[src/rtl/alu_seq.sv]
// alu_seq - operand latch and operation sequencer in front of the ALU.
//
// Captures the operand/opcode sources on an accepted start request and holds them
// stable towards the ALU for the whole operation. Combinational ALU operations
// (add, sub, zero) get one settle cycle before capture. A multiply pulses init for
// one cycle and waits for alu_done, aborting with err_timeout after TIMEOUT cycles.
// The ALU result and flags are then registered into res_q/flags_q with res_valid.
//
// Build option:
//   ALU_SEQ_SYNC_EN  when defined, start passes a 2-flop synchronizer and a
//                    rising-edge detector (one operation per 0->1 of start, +2
//                    cycles latency). When undefined, start is used directly and
//                    is level-sensitive in IDLE.
//
// Ports:
//   clk          system clock, rising edge
//   rst_n        synchronous reset, active low
//   start        operation request
//   a_in, b_in   operand sources (W_OPD)
//   op_in        opcode source: 00 add, 01 sub, 10 mul, 11 zero
//   sel_in       subtractor mode source
//   A, B, OP     latched operands/opcode to the ALU
//   sel          latched subtractor mode to the ALU
//   init         one-cycle multiplier start pulse
//   alu_done     multiplier done from the ALU
//   alu_resul    ALU result (W_RES)
//   alu_signo    ALU sign flag
//   alu_cout     ALU subtract carry
//   alu_cout_s   ALU add carry
//   busy         operation in progress
//   res_q        captured result
//   flags_q      captured {signo, cout, cout_s}
//   res_valid    res_q holds the result of the last completed operation
//   err_timeout  last multiply aborted on timeout
module alu_seq #(
  parameter int unsigned W_OPD   = 4,
  parameter int unsigned W_RES   = 6,
  parameter int unsigned TIMEOUT = 64
) (
  input  logic             clk,
  input  logic             rst_n,
  input  logic             start,
  input  logic [W_OPD-1:0] a_in,
  input  logic [W_OPD-1:0] b_in,
  input  logic [1:0]       op_in,
  input  logic             sel_in,
  output logic [W_OPD-1:0] A,
  output logic [W_OPD-1:0] B,
  output logic [1:0]       OP,
  output logic             sel,
  output logic             init,
  input  logic             alu_done,
  input  logic [W_RES-1:0] alu_resul,
  input  logic             alu_signo,
  input  logic             alu_cout,
  input  logic             alu_cout_s,
  output logic             busy,
  output logic [W_RES-1:0] res_q,
  output logic [2:0]       flags_q,
  output logic             res_valid,
  output logic             err_timeout
);

  localparam int unsigned CNT_W = (TIMEOUT > 1) ? $clog2(TIMEOUT) : 1;
  localparam logic [CNT_W-1:0] CNT_LAST = CNT_W'(TIMEOUT - 1);
  localparam logic [1:0] OP_MUL = 2'b10;

  typedef enum logic [2:0] {
    StIdle     = 3'd0,
    StLoad     = 3'd1,
    StSettle   = 3'd2,
    StMulStart = 3'd3,
    StMulWait  = 3'd4,
    StCapture  = 3'd5
  } state_e;

  state_e r_state;
  state_e w_state_d;

  logic [CNT_W-1:0] r_cnt;
  logic [CNT_W-1:0] w_cnt_d;

  logic             w_start_q;
  logic             w_accept;
  logic             w_capture;
  logic             w_abort;

  logic [W_OPD-1:0] r_a;
  logic [W_OPD-1:0] r_b;
  logic [1:0]       r_op;
  logic             r_sel;
  logic             r_init;
  logic             r_busy;
  logic [W_RES-1:0] r_res;
  logic [2:0]       r_flags;
  logic             r_res_valid;
  logic             r_err;

  // ---------------------------------------------------------------------------
  // Start qualification
  // ---------------------------------------------------------------------------
`ifdef ALU_SEQ_SYNC_EN
  logic [1:0] r_start_sync;
  logic       r_start_prev;

  always_ff @(posedge clk) begin
    if (!rst_n) begin
      r_start_sync <= 2'b00;
      r_start_prev <= 1'b0;
    end else begin
      r_start_sync <= {r_start_sync[0], start};
      r_start_prev <= r_start_sync[1];
    end
  end

  // One pulse per rising edge of the synchronized button.
  assign w_start_q = r_start_sync[1] & ~r_start_prev;
`else
  assign w_start_q = start;
`endif

  // ---------------------------------------------------------------------------
  // Sequencer FSM: state register
  // ---------------------------------------------------------------------------
  always_ff @(posedge clk) begin
    if (!rst_n) begin
      r_state <= StIdle;
      r_cnt   <= '0;
    end else begin
      r_state <= w_state_d;
      r_cnt   <= w_cnt_d;
    end
  end

  // ---------------------------------------------------------------------------
  // Sequencer FSM: next state and control strobes
  // ---------------------------------------------------------------------------
  always_comb begin
    w_state_d = r_state;
    w_cnt_d   = r_cnt;
    w_accept  = 1'b0;
    w_capture = 1'b0;
    w_abort   = 1'b0;
    case (r_state)
      StIdle: begin
        if (w_start_q) begin
          w_accept  = 1'b1;
          w_state_d = StLoad;
        end
      end
      StLoad: begin
        w_state_d = (r_op == OP_MUL) ? StMulStart : StSettle;
      end
      StSettle: begin
        w_state_d = StCapture;
      end
      StMulStart: begin
        w_cnt_d   = '0;
        w_state_d = StMulWait;
      end
      StMulWait: begin
        if (alu_done) begin
          w_state_d = StCapture;
        end else if (r_cnt == CNT_LAST) begin
          w_abort   = 1'b1;
          w_state_d = StIdle;
        end else begin
          w_cnt_d = r_cnt + 1'b1;
        end
      end
      StCapture: begin
        w_capture = 1'b1;
        w_state_d = StIdle;
      end
      default: begin
        w_state_d = StIdle;
      end
    endcase
  end

  // ---------------------------------------------------------------------------
  // Operand latch, init pulse and result capture
  // ---------------------------------------------------------------------------
  always_ff @(posedge clk) begin
    if (!rst_n) begin
      r_a         <= '0;
      r_b         <= '0;
      r_op        <= 2'b00;
      r_sel       <= 1'b0;
      r_init      <= 1'b0;
      r_busy      <= 1'b0;
      r_res       <= '0;
      r_flags     <= 3'b000;
      r_res_valid <= 1'b0;
      r_err       <= 1'b0;
    end else begin
      // Registered from the next state so init is high exactly while in
      // MUL_START and comes straight off a flop.
      r_init <= (w_state_d == StMulStart);

      if (w_accept) begin
        r_a         <= a_in;
        r_b         <= b_in;
        r_op        <= op_in;
        r_sel       <= sel_in;
        r_busy      <= 1'b1;
        r_res_valid <= 1'b0;
        r_err       <= 1'b0;
      end

      if (w_capture) begin
        r_res       <= alu_resul;
        r_flags     <= {alu_signo, alu_cout, alu_cout_s};
        r_res_valid <= 1'b1;
        r_busy      <= 1'b0;
      end

      // Abort leaves res_q untouched and res_valid low (cleared on accept).
      if (w_abort) begin
        r_err  <= 1'b1;
        r_busy <= 1'b0;
      end
    end
  end

  assign A           = r_a;
  assign B           = r_b;
  assign OP          = r_op;
  assign sel         = r_sel;
  assign init        = r_init;
  assign busy        = r_busy;
  assign res_q       = r_res;
  assign flags_q     = r_flags;
  assign res_valid   = r_res_valid;
  assign err_timeout = r_err;

endmodule

[config.mk]
export PLATFORM = sky130hd
export DESIGN_NAME = alu_seq
export DESIGN_NICKNAME = d
export VERILOG_FILES = /design/src/rtl/alu_seq.sv
export SDC_FILE = /design/constraint.sdc
export NUM_CORES = 1
export LEC_CHECK = 0
export ABC_AREA = 1
export CAP_MARGIN = 20
export CORE_MARGIN = 2
export CORE_UTILIZATION = 47
export DETAILED_ROUTE_END_ITERATION = 10
export GPL_TIMING_DRIVEN = 0
export MAX_ROUTING_LAYER = met4
export PLACE_DENSITY = 0.83
export SLEW_MARGIN = 20
export SYNTH_ARGS = -nofsm -noshare
export SYNTH_HDL_FRONTEND = slang
export SYNTH_SLANG_ARGS = --single-unit
export TNS_END_PERCENT = 10
[constraint.sdc]
create_clock -name clk -period 2.7 [get_ports clk]
set_input_delay 0.27 -clock clk [delete_from_list [all_inputs] [get_ports clk]]
set_output_delay 0.27 -clock clk [all_outputs]
set_load 0.02 [all_outputs]
* Yosys cells after proc, flatten, opt, wreduce, memory -nomap -nowiden
Cells that the tools add are included.
** Operators by class
- Add/sub/neg operators :: 1
- Equality and inequality tests :: 10
- Muxes and demuxes :: 17
- Bitwise operators :: 1
- Reductions and logical operators :: 6
** Operator list (count)
- one-hot mux 3 bit (5 select lines) :: 1
- 2-to-1 mux 6 bit :: 2
- one-hot mux 6 bit (2 select lines) :: 1
- 2-to-1 mux 1 bit :: 10
- equality test 3 x 2 -> 1 bit, second input constant :: 3
- 2-to-1 mux 3 bit :: 3
- adder 6 x 1 -> 6 bit, second input constant :: 1
- equality test 3 bit, second input constant :: 2
- equality test 6 bit, second input constant :: 1
- nonzero test 2 bit :: 3
- inequality test 2 bit, second input constant :: 2
- equality test 3 x 1 -> 1 bit, second input constant :: 1
- zero test 3 bit :: 1
- AND reduction 3 bit :: 1
- OR reduction 3 bit :: 1
- equality test 2 bit, second input constant :: 1
- NOT 1 bit :: 1
** Word-level totals
- Register bits after elaboration :: 33
- Input bits :: 24

* Logic depth before layout (Yosys ltp)
Gate-level depths: netlist (run 1).
- Word-level depth :: 5
- Mapped depth :: 9

* Worst setup path before layout (run 1)
OpenSTA, ideal clock, no wires.
- Path kind :: reg-to-reg
- From :: register r_cnt[0]
- To :: register r_cnt[4]
- Setup time :: 0.072 ns
- Data arrival time :: 1.148 ns
- Data required time :: 2.628 ns
- Slack :: 1.481 ns
- Cell stages (with the launch flop) :: 10
- Buffers on the path :: 0
- Period minus slack after synthesis :: 1.219 ns
- Cell sequence :: dfxtp_1 ha_1 nand2_1 inv_1 nand2_1 nand2_2 nand2_4 nand2_4 nand2_1 a21oi_1
** On the way
- Longest elaborated chain between the ends :: 4
- Elaborated cells between the ends (all ways) :: 7
- Those cells by class :: add/sub (1); eq/ne (2); mux (3); reduce/logical (1)
** RTL lines
- from (decl) :: RTL line 80 : logic [CNT_W-1:0] r_cnt;
- from (signal assigned) :: RTL line 131 : r_cnt <= w_cnt_d;
- adder 6 x 1 -> 6 bit :: RTL line 168 : w_cnt_d = r_cnt + 1'b1;
- 2-to-1 mux 6 bit :: RTL line 164 : end else if (r_cnt == CNT_LAST) begin
- 2-to-1 mux 6 bit :: RTL line 162 : if (alu_done) begin
- one-hot mux 6 bit (2 select lines) :: RTL line 144 : case (r_state)
Several ways; a longest one is shown, not always the timed one. The select of a mux whose other input is x is not followed.
A chain may end at the register's enable or synchronous reset.

* Worst setup path after layout (run 1)
- From :: register r_op[1], in the netlist OP[1]
- To :: output OP[1]
** RTL lines
- from (decl) :: RTL line 90 : logic [1:0] r_op;
- from (signal assigned) :: RTL line 204 : r_op <= op_in;
- to (decl) :: RTL line 49 : output logic [1:0] OP,
No word-level cell between the ends.

==> results.yml, run 1 <==
cells_and_area:
  n_antenna_cell: 0
  final_cell_mix: "47 x clkdlybuf4s50_1, 34 x nor2_1, 33 x dfxtp_1"
  syn_to_final_growth_pct: 42.0
  seq_area_um2: 661
  final_common_cell: "clkdlybuf4s50_1"
  drive_gt1_share_pct: 8.58
  multi_input_area_um2: 577
  finalNetCount: 257
  num-fill-cells: 248
global_route:
  grt_pass1_vias: 1232
  grt_max_degree: 12
  grt_overflow_total: 0
  antenna_found_initial: 0
  grt_pass1_wl_um: 5250
  grtUsageTotal_pct: 21.4
worst_setup_path:
  cpPeakStageDelay_ns: 0.61
  startpoint_type: "flop"
  end_kind: "primary output"
  worstPathArrival_ns: 1.34
  r2r_slack_ns: 1.27
  path_class: "flop to primary output"
  worstPathCellList: "clkdlybuf4s50_1"
  critPathBufInv: 1
  worstPathRequired_ns: 2.43
  cpMaxStageDelayCell: "clkdlybuf4s50_1"
  worstSetupPathDepth: 1
  rr_worst_depth: 9
  crit_family: "buffers and inverters"
  cp_max_fo: 3
sta:
  rsz0062_at_grt: "no"
  fmax_mhz: 621
  finalHoldViolCount: 0
  slew_violations: 0
  tightest_slew_ns: 0.396
  setup_viol: 0
  maxSlewHeadroom_pct: 73.6
  setup_ws_ns: 1.09
  post-route-min-period_ns: 1.61
  fin_setup_tns_ns: 0
  finalClockSkew_ns: 0.0118
  hold_slack_ns: 0.450
  min_period_over_period_pct: 59.6
placement:
  portBuffers: 47
  post-place-ws_ns: 1.11
  place.gp.congestion: 0.751
  dp_hpwl_um: 2290
clocking:
  worst_skew_pair.late_latency_ns: 0.35
  clock-sinks: 33
  clk_path_buf_depth: 2
  cts_tree: "yes"
  cts_setup_buffers: 0
  cts_hold_buf: 0
  htreeDepth: 2
  cts_buffers: 5
  cts-root-buf: "clkbuf_4"
  cts_resized: 0
  clk_pin_slew_ns: 0.11
detailed_routing:
  drtPass1Iterations: 4
  ant_nets: 0
  avgViaCountPerCell: 5.03
  vias: 1327
  first_iter_violations: 67
  drc: 0
  post_drt_wl_per_cell_um: 11.9
  routed_wirelength_um: 3130
synth:
  synthCells: 178
  avgSynthCellArea_um2: 7.55
  synthMuxAreaShare_pct: 0
  synth_top_family_by_area: "simple AND/OR/NAND/NOR gates"
  synth_xor_area_share_pct: 0
  yosysSeqAreaShare_pct: 49.2
  netlist_area_mm2: 0.00134
  synth_fa_ha_area_share_pct: 0.931
  yosysWarnings: 0
  synthDominantAreaCellType: "dfxtp_1"
  synth-seq-cells: 33
  synth-simple-area-share_pct: 25.0
  synth_area_leaders: "dfxtp_1 49%, nor2_1 9.5%, o21ai_0 8.2%, a21oi_1 6.7%, inv_1 4.7%"
  synthesis.nets: 203
  yosysTopAreaCellShare_pct: 49.2
  ys_types: 23
  synth_compound_gate_area_share_pct: 16.9
power_and_ir_drop:
  p_leak_nw: 0.704
  power_density_mw_per_mm2: 598
  vdd_drop_max_mv: 0.546
  power_mw: 1.14
die:
  core_mm2: 0.00273
  num_rows: 19
  dieWidth_um: 57.5
  die_y_um: 57.5
  fp.dieArea_mm2: 0.00330
  start_util_pct: 49.2
  io_pins: 48
hold_path:
  hp-class: "flop to flop"
  min_path_cells: 2
flow_run:
  maxCapViolCount: 0
outcome:
  status: "finished, final reports clean"
[stage by stage]
step | instance area (um^2) | instances | utilization [%]
floorplan | 1340 | 178 | -
global placement | 1850 | 256 | 67.8
detailed placement | 1850 | 256 | 67.8
CTS | 1910 | 264 | 69.8
global route | 1910 | 264 | 69.8
finish | 1910 | 264 | 69.8
[per-layer routing]
metal | global-route usage [%] | up-vias | share of wire [%]
met3 | 7.26 | 9 | 6.9
met5 | - | - | 0
met1 | 25.5 | 584 | 45
met2 | 32.3 | 45 | 46
li1 | - | 689 | -
met4 | 9.97 | 0 | 2.6
[area by class of cell]
cell class	instances	area share (%)
sequential	33	34.6
multi-input combinational	119	30.2
timing repair buffer	47	24.7
inverter	20	3.93
tap	31	2.03
clock buffer	5	1.97
buffer	6	1.64
clock inverter	3	0.918
[cells in the mapped netlist]
| cell | number |
|---|---|
| a21oi_1 | 18 |
| a21oi_2 | 1 |
| a31oi_1 | 1 |
| buf_2 | 1 |
| buf_4 | 2 |
| clkbuf_1 | 3 |
| clkinv_1 | 1 |
| dfxtp_1 | 33 |
| ha_1 | 1 |
| inv_1 | 17 |
| inv_2 | 2 |
| nand2_1 | 17 |
| nand2_2 | 1 |
| nand2_4 | 3 |
| nand3_1 | 11 |
| nand4_1 | 2 |
| nor2_1 | 34 |
| nor2_2 | 1 |
| nor2_4 | 1 |
| nor3_1 | 4 |
| o21ai_0 | 22 |
| o21ai_1 | 1 |
| o21bai_1 | 1 |
[cells by family (layout without fill, tap and decap cells)]
group           count (synthesis)  after routing
flops                          33             33
fa+ha+maj                       1              1
simple gates                   74             74
buf+inv                        26             81
compound gates                 44             44
[where the power goes]
group	internal [mW]	switching (mW)
clock	0.0979	0.176
sequential	0.532	0.0312
combinational	0.141	0.162
total	0.771	0.370
[state kept, by name, indices dropped and copies added, names as in the netlist]
signal and flops:
A 4, B 4, OP 2, busy 1, err_timeout 1, flags_q 3, init 1, r_cnt 6
r_state 3, res_q 6, res_valid 1, sel 1
[path summary, 6_finish.rpt]
check	from	to
max	OP[1]$_SDFFE_PN0P_	OP[1]
min	res_q[1]$_SDFFE_PN0P_	res_q[1]$_SDFFE_PN0P_
max reg2reg	r_cnt[0]$_SDFFE_PN0P_	r_cnt[4]$_SDFFE_PN0P_
min reg2reg	res_q[1]$_SDFFE_PN0P_	res_q[1]$_SDFFE_PN0P_
No activity file was read; power rests on OpenSTA's default activity.
==> inputs of run 2 (changes only) <==
CORE_UTILIZATION = 39   (was 47)
PLACE_DENSITY = 0.74   (was 0.83)
clock period = 1.45 ns   (was 2.7 ns; I/O delays follow)
==> run 2 against run 1 <==
Effect of this change:
- routed wire length rose by 6.2%
- non-clock buffer count rose by 3
- largest power group unchanged
- clock-buffer cell count rose by 2
- clock power rose by 89%
- via count fell by 0.45%
- critical path type unchanged
- largest cell class unchanged
- worst setup slack got worse by 1.0 ns
- clock skew fell by 0.0070 ns
- global-route usage fell by 3.4 points
==> results.yml, run 2 (synthesis results as in run 1) <==
outcome:
  status: "finished, final reports clean"
clocking:
  clk_path_buf_depth: 2
  htreeDepth: 2
  cts_tree: "yes"
  cts-root-buf: "clkbuf_4"
  clk_pin_slew_ns: 0.09
  clock-sinks: 33
  cts_buffers: 5
  cts_hold_buf: 0
  worst_skew_pair.late_latency_ns: 0.33
cells_and_area:
  final_common_cell: "nor2_1"
  n_antenna_cell: 0
  finalNetCount: 260
  seq_area_um2: 666
  syn_to_final_growth_pct: 50.1
  drive_gt1_share_pct: 11.5
  multi_input_area_um2: 601
  instances_no_fill: 281
  final_cell_mix: "34 x nor2_1, 31 x dfxtp_1, 24 x clkdlybuf4s50_1"
  final_util_pct: 60.9
  num-fill-cells: 321
detailed_routing:
  avgViaCountPerCell: 4.70
  routed_wirelength_um: 3330
  ant_nets: 0
  first_iter_violations: 46
  drtPass1Iterations: 4
  post_drt_wl_per_cell_um: 11.8
  vias: 1321
  drc: 0
sta:
  min_period_over_period_pct: 96.5
  setup_ws_ns: 0.0501
  finalHoldViolCount: 0
  tightest_slew_ns: 0.455
  slew_violations: 0
  fin_setup_tns_ns: 0
  setup_viol: 0
  finalClockSkew_ns: 0.00480
  post-route-min-period_ns: 1.40
  fmax_mhz: 714
  maxSlewHeadroom_pct: 69.6
worst_setup_path:
  startpoint_type: "flop"
  worstPathCellList: "clkdlybuf4s50_1"
  worstSetupStartpoint: "init$_SDFF_PN0_"
  cp_max_fo: 1
  worstPathRequired_ns: 1.31
  rr_worst_depth: 9
  critPathBufInv: 1
  cpPeakStageDelay_ns: 0.61
  crit_family: "buffers and inverters"
  worstPathArrival_ns: 1.25
  end_kind: "primary output"
  cpMaxStageDelayCell: "clkdlybuf4s50_1"
  reg2reg_to: "r_cnt[5]$_SDFFE_PN0P_"
  r2r_slack_ns: 0.11
  path_class: "flop to primary output"
  regToRegStartpoint: "r_cnt[1]$_SDFFE_PN0P_"
global_route:
  grtUsageTotal_pct: 18.0
  grt_max_degree: 11
  grt_pass1_wl_um: 5310
  grt_overflow_total: 0
  grt_pass1_vias: 1156
  antenna_found_initial: 0
placement:
  placed_cells: 271
  place.gp.congestion: 0.787
  dp_hpwl_um: 2250
  post-place-ws_ns: 0.0279
  portBuffers: 47
die:
  io_pins: 48
  die_y_um: 62.7
  core_mm2: 0.00331
  start_util_pct: 40.6
  dieWidth_um: 62.7
  fp.dieArea_mm2: 0.00393
  num_rows: 21
power_and_ir_drop:
  vdd_drop_max_mv: 0.640
  power_density_mw_per_mm2: 1060
  p_leak_nw: 1.05
hold_path:
  hp-start: "alu_resul[4]"
  min_to: "res_q[4]$_SDFFE_PN0P_"
  min_path_cells: 3
  hp-class: "input port to flop"
flow_run:
  maxCapViolCount: 0
==> run 2: area by class of cell <==
type | count | area share, %
Buffer | 6 | 1.55
Clock buffer | 7 | 2.73
Inverter | 20 | 3.72
Multi-Input combinational cell | 119 | 29.8
Sequential cell | 33 | 33.0
Tap cell | 46 | 2.85
Timing Repair Buffer | 50 | 26.4
==> run 2: how the worst max path moves through the flow <==
stage | to | slack [ns] | depth (start not counted)
final | init | 0.05 | 1
after global routing | r_cnt[5]$_SDFFE_PN0P_ | -0.001 | 9
after CTS | res_q[5] | 0.00002 | 1
after detailed placement | OP[0]$_SDFFE_PN0P_ | 0.03 | 4
after global placement | res_q[3]$_SDFFE_PN0P_ | 0.03 | 4
after floorplan | r_cnt[4]$_SDFFE_PN0P_ | 0.23 | 9
==> run 2: worst register-to-register path, delay by kind of cell (launching register included) <==
kind / cells / cell delay, ns
fa+ha+maj: 1 / 0.19
buf+inv: 1 / 0.09
simple gates: 6 / 0.54
flops: 1 / 0.36
compound gates: 1 / 0.12
==> run 2: timing repair <==
item / 4_1_cts / 5_1_grt
buffers inserted: 0 / 3
pin swaps: 0 / 1
endpoints found under the setup margin: 5 / 27
cloned: 0 / 0
resized for setup: 5 / 27
==> run 2: routing by layer <==
layer  up-vias  GRT usage (%)  wire length [um]
met1       576           22.2              1580
met4         0           10.8                65
li1        697              -                 -
met3         6           4.32               168
met5         -              -                 0
met2        42           26.6              1510
==> run 2: metrics by stage <==
stage               cell area [um^2]  hold slack (ns)  power (mW)
finish                          2020            0.427        2.13
global route                    2020            0.425        2.28
CTS                             1920            0.412        2.15
detailed placement              1870            0.439        1.64
global placement                1870            0.433        1.63
floorplan                       1340            0.283        1.38
==> run 2: power by group <==
group          switching, mW  internal (mW)  leakage (nW)
sequential            0.0536          0.992         0.271
combinational          0.315          0.254         0.746
clock                  0.291          0.229        0.0314
total                  0.659           1.47          1.05
